[config.mk]
export PLATFORM = sky130hd
export DESIGN_NAME = park_encrypt
export DESIGN_NICKNAME = d
export VERILOG_FILES = /design/src/rtl/park_encrypt.sv
export SDC_FILE = /design/constraint.sdc
export NUM_CORES = 1
export LEC_CHECK = 0
export BUFFER_PORTS_ARGS = -buffer_cell sky130_fd_sc_hd__buf_2
export CAP_MARGIN = 25
export CORE_UTILIZATION = 55
export CTS_BUF_LIST = sky130_fd_sc_hd__clkbuf_4 sky130_fd_sc_hd__clkbuf_8 sky130_fd_sc_hd__clkbuf_16
export CTS_CLUSTER_DIAMETER = 100
export DETAILED_ROUTE_END_ITERATION = 12
export GPL_ROUTABILITY_DRIVEN = 0
export PLACE_DENSITY_LB_ADDON = 0.08
export SYNTH_ARGS = -nofsm -noshare
export SYNTH_HDL_FRONTEND = slang
export SYNTH_SLANG_ARGS = --single-unit
[constraint.sdc]
create_clock -name clk -period 9.2 [get_ports clk]
set_input_delay 0.92 -clock clk [delete_from_list [all_inputs] [get_ports clk]]
set_output_delay 0.92 -clock clk [all_outputs]
set_load 0.05 [all_outputs]
[src/rtl/park_encrypt.sv]
// Parking-lot entry encryptor. It allocates the lowest free slot on entry,
// issues token = slot ^ pattern over a valid/ack handshake, and abandons the
// token (releasing its slot) if no ack arrives within ACK_TIMEOUT cycles.
module park_encrypt #(
    parameter int unsigned NUM_SLOTS   = 8,
    parameter int unsigned ACK_TIMEOUT = 15
) (
    input  logic       clk,
    input  logic       rst_n,
    input  logic       enter,
    input  logic [2:0] pattern,
    input  logic       tok_ack,
    input  logic       free_valid,
    input  logic [2:0] free_number,
    output logic [2:0] token,
    output logic       token_valid,
    output logic       full,
    output logic [3:0] count,
    output logic       reject,
    output logic       timeout
);

    localparam int unsigned CntW = $clog2(ACK_TIMEOUT + 1);

    typedef enum logic [1:0] {StIdle, StAlloc, StIssue} state_e;

    state_e                 state_q, state_d;
    logic [NUM_SLOTS-1:0]   occ_q, occ_d;
    logic [2:0]             pat_q, pat_d;
    logic [2:0]             slot_q, slot_d;
    logic [2:0]             token_q, token_d;
    logic                   valid_q, valid_d;
    logic [CntW-1:0]        cnt_q, cnt_d;
    logic [CntW-1:0]        cnt_inc;
    logic [3:0]             count_q, count_d;
    logic                   full_q, full_d;
    logic                   reject_q, reject_d;
    logic                   timeout_q, timeout_d;
    logic [2:0]             free_slot;

    // Lowest-numbered free slot, taken from the registered map.
    always_comb begin
        free_slot = '0;
        for (int i = int'(NUM_SLOTS) - 1; i >= 0; i--) begin
            if (!occ_q[i]) free_slot = 3'(i);
        end
    end

    // Next-state logic: free path first, then the FSM may set or clear bits.
    always_comb begin
        state_d   = state_q;
        occ_d     = occ_q;
        pat_d     = pat_q;
        slot_d    = slot_q;
        token_d   = token_q;
        valid_d   = valid_q;
        cnt_d     = cnt_q;
        reject_d  = 1'b0;
        timeout_d = 1'b0;
        cnt_inc   = cnt_q + CntW'(1);

        if (free_valid && (int'(free_number) < int'(NUM_SLOTS))) begin
            occ_d[free_number] = 1'b0;
        end

        case (state_q)
            StIdle: begin
                if (enter) begin
                    if (full_q) begin
                        reject_d = 1'b1;
                    end else begin
                        pat_d   = pattern;
                        state_d = StAlloc;
                    end
                end
            end
            StAlloc: begin
                occ_d[free_slot] = 1'b1;
                slot_d           = free_slot;
                token_d          = free_slot ^ pat_q;
                valid_d          = 1'b1;
                cnt_d            = '0;
                state_d          = StIssue;
            end
            StIssue: begin
                if (tok_ack) begin
                    valid_d = 1'b0;
                    state_d = StIdle;
                end else if (cnt_inc == CntW'(ACK_TIMEOUT)) begin
                    occ_d[slot_q] = 1'b0;
                    timeout_d     = 1'b1;
                    valid_d       = 1'b0;
                    cnt_d         = cnt_inc;
                    state_d       = StIdle;
                end else begin
                    cnt_d = cnt_inc;
                end
            end
            default: state_d = StIdle;
        endcase

        // Occupancy summary tracks the map being written this edge.
        count_d = '0;
        for (int i = 0; i < int'(NUM_SLOTS); i++) begin
            count_d = count_d + 4'(occ_d[i]);
        end
        full_d = &occ_d;
    end

    // State register with synchronous active-low reset.
    always_ff @(posedge clk) begin
        if (!rst_n) begin
            state_q   <= StIdle;
            occ_q     <= '0;
            pat_q     <= '0;
            slot_q    <= '0;
            token_q   <= '0;
            valid_q   <= 1'b0;
            cnt_q     <= '0;
            count_q   <= '0;
            full_q    <= 1'b0;
            reject_q  <= 1'b0;
            timeout_q <= 1'b0;
        end else begin
            state_q   <= state_d;
            occ_q     <= occ_d;
            pat_q     <= pat_d;
            slot_q    <= slot_d;
            token_q   <= token_d;
            valid_q   <= valid_d;
            cnt_q     <= cnt_d;
            count_q   <= count_d;
            full_q    <= full_d;
            reject_q  <= reject_d;
            timeout_q <= timeout_d;
        end
    end

    assign token       = token_q;
    assign token_valid = valid_q;
    assign full        = full_q;
    assign count       = count_q;
    assign reject      = reject_q;
    assign timeout     = timeout_q;

endmodule

==> results_dict.tcl <==
set metrics [dict create \
    holdCritStartpoint "pat_q[2]$_SDFFE_PN0P_" \
    clock_pin_slew_of_the_registers_on_the_worst_case_setup_and_hold_paths_ns 0.10 \
    worstMarginPinSlew_ns 0.680 \
    detailedPlace.worstSlack_ns 4.77 \
    drt_pass1_iterations 4 \
    final.setup.worst_slack_ns 4.76 \
    synth_largest_area_cell "sky130_fd_sc_hd__dfxtp_1" \
    diodes 0 \
    area_after_dpl_um2 2000 \
    crit_path_top_delay_cell "sky130_fd_sc_hd__ha_1" \
    drive_gt1_share_pct 13.4 \
    critPathLaunch "state_q[1]$_SDFFE_PN0P_" \
    cts_buffer_depth 2 \
    finalSetupViolations 0 \
    grt_antenna_before_repair 0 \
    synthCells 232 \
    timing.max_slew.rel_slack_pct 54.7 \
    power.density_cell_area_nw_per_um2 134 \
    critical_path.max_fanout 20 \
    clock_skew_ns 0.00945 \
    drc 0 \
    worst_setup_path_end_kind "flip-flop" \
    post_cts_resize_count 0 \
    numCtsBuffers 5 \
    yosys_warnings 0 \
    critical_path.max_stage_delay_ns 0.60 \
    fmax_achieved_mhz 225 \
    vdd_ir_drop_max_mv 0.0681 \
    avgRoutedWirePerCell_um 13.7 \
    die_y_um 60.3 \
    post_synth_num_cell_types 50 \
    critPathKind "reg -> reg" \
    first_global_vias 1448 \
    die_w_um 60.3 \
    period_needed_ns 4.44 \
    ctsHtreeMaxLevel 2 \
    syn_area_per_cell_um2 8.05 \
    avgViaCountPerCell 5.66 \
    ys_seq_area_share_pct 33.2 \
    synthFlopType "sky130_fd_sc_hd__dfxtp_1" \
    port-buffer-count 21 \
    tritoncts "built" \
    worstPathCellList "inv_1 > ha_1 > nand2_1 > a31oi_1 > nand2b_1 > a22oi_1 > inv_1 > fa_1 > inv_1 > fa_1 > fa_1 > ha_1 > inv_1 > fa_1 > xor2_1 > nor2_1" \
    crit_arrival_ns 4.65 \
    synth_top_cell_area_share_pct 33.2 \
    timing.reg2reg.worst_path_depth 16 \
    pin_count_of_the_biggest_net_entering_global_routing 21 \
    number_of_vias_after_detailed_routing 1688 \
    layout.cell_area.non_filler_um2 2060 \
    total_leakage_power_nw 0.814 \
    tns_ns 0 \
    syn_area_um2 1870 \
    hold_viol_final 0 \
    synth.net_count 256 \
    number_of_synthesized_flops_with_an_enable_pin 0 \
    routed_wl_um 4100 \
    crit_path_start_kind "flip-flop" \
    worst_hold_path.num_cells 2 \
    num-nets-final 277 \
    reg2reg_from "state_q[1]$_SDFFE_PN0P_" \
    clock_sink_count 31 \
    floorplan.initialDensity_pct 59.7 \
    detail_route.iter0.violations 101 \
    holdBufCountCts 0 \
    synthToLayoutAreaGrowth_pct 10.2 \
    grt_util_all_layers_pct 25.0 \
    final_cell_mix "sky130_fd_sc_hd__dfxtp_1, sky130_fd_sc_hd__buf_2, sky130_fd_sc_hd__nand2_1, sky130_fd_sc_hd__nor2_1, sky130_fd_sc_hd__inv_1" \
    grt-ovfl-total 0 \
    dp_hpwl_um 3090 \
    finalMaxSlewViolations 0 \
    mostFrequentLayoutCell "sky130_fd_sc_hd__dfxtp_1" \
    min_to "pat_q[2]$_SDFFE_PN0P_" \
    rsz0062_at_grt "false" \
    crit_required_ns 9.41 \
    fraction_of_the_cycle_the_final_worst_path_needs_pct 48.3 \
    io-pin-count 22 \
    power_mw 0.276 \
    row_count 20 \
    timing.hold.worst.class "reg -> reg" \
    antenna_left 0 \
    floorplan.die_area_um2 3630 \
    synth_area_leaders "sky130_fd_sc_hd__dfxtp_1, sky130_fd_sc_hd__ha_1, sky130_fd_sc_hd__a21oi_1, sky130_fd_sc_hd__fa_1, sky130_fd_sc_hd__nand2_1" \
    cell_at_the_root_of_the_clock_tree "sky130_fd_sc_hd__clkbuf_4" \
    timing.reg2reg.setup_slack_ns 4.76 \
    grt_first_pass_wirelength_um 6490 \
    worstSkewPairLatency_ns 0.34 \
    reg2reg_to "count[2]$_SDFF_PN0_" \
    core_region_area_um2 3130 \
    synth-async-reset-ratio_pct 0 \
    max_cap_viol_count 0 \
    ys_seq_elements 31 \
    status "finished clean" \
    cts_post_setup_buffers_inserted 0 \
]
-- cell families after synthesis --
| group | count (synthesis) | synth area share, % |
|---|---|---|
| and+or+nand+nor | 101 | 28.9 |
| AOI/OAI and AO/OA | 55 | 19.3 |
| DFF | 31 | 33.2 |
| buffers and inverters | 26 | 5.29 |
| adders and majority gates | 13 | 10.3 |
| xor gates and xnor gates | 4 | 1.88 |
| muxes | 2 | 1.07 |
-- Yosys cell counts (all sizes together), types with 2 or more instances --
cell type / instances
dfxtp: 31
nand2: 20
nor2: 20
inv: 19
a21oi: 18
nand3: 12
o21ai: 11
ha: 9
nand2b: 9
a31oi: 7
nor2b: 7
and2: 5
clkbuf: 5
nor3: 5
a211oi: 4
fa: 4
nor4: 4
and3: 3
nor3b: 3
a22oi: 2
and4: 2
buf: 2
mux2i: 2
nand3b: 2
nand4: 2
o211a: 2
o21a: 2
or2: 2
or3: 2
xnor2: 2
xor2: 2
-- worst max-delay path, delay by kind of cell, from the launching register on --
kind,cells,cell delay [ns]
adders and majority gates,6,2.65
AOI/OAI and AO/OA,2,0.53
DFF,1,0.34
and+or+nand+nor,3,0.34
buffers and inverters,4,0.32
xor gates and xnor gates,1,0.13
-- sequential cells by signal (all words and copies together) (netlist names), 2 cells and up --
register and cells:
pat_q 3, token 3, slot_q 3, state_q 2
occ_q 8, count 4, cnt_q 4
-- area by class of cell --
| cell class | count | area [um2] |
|---|---|---|
| Inverter | 19 | 71.3 |
| Clock buffer | 7 | 52.6 |
| Fill cell | 272 | 1070 |
| Timing Repair Buffer | 21 | 105 |
| Tap cell | 44 | 55.1 |
| Clock inverter | 1 | 5.00 |
| Multi-Input combinational cell | 175 | 1150 |
| Sequential cell | 31 | 621 |
-- where the power goes --
| group | switching, mW | total (mW) | internal, mW |
|---|---|---|---|
| clock network | 0.0488 | 0.0844 | 0.0356 |
| logic | 0.0333 | 0.0491 | 0.0158 |
| registers | 0.00318 | 0.142 | 0.139 |
-- worst max path at each step --
stage	end	slack, ns	depth (start not counted)
after floorplan	count[2]$_SDFF_PN0_	5.24	13
after global placement	count[2]$_SDFF_PN0_	4.85	14
after detailed placement	count[2]$_SDFF_PN0_	4.77	14
after CTS	count[2]$_SDFF_PN0_	4.77	16
after global routing	count[2]$_SDFF_PN0_	4.51	16
final	count[2]$_SDFF_PN0_	4.76	16
-- per-stage QoR --
step,hold slack [ns],instances,utilization (%)
global route,0.504,298,65.8
CTS,0.476,298,65.8
global placement,0.466,290,64.0
detailed placement,0.464,290,64.0
floorplan,0.448,232,-
finish,0.472,298,65.8
-- layer usage --
layer / up-vias / track usage (%) / part of all wire [%]
li1: 853 / - / -
met1: 781 / 31.5 / 46
met2: 46 / 41.6 / 47
met3: 8 / 5.19 / 5.7
met4: 0 / 8.97 / 1.5
met5: - / 0 / 0
No activity file was read; power rests on OpenSTA's default activity.
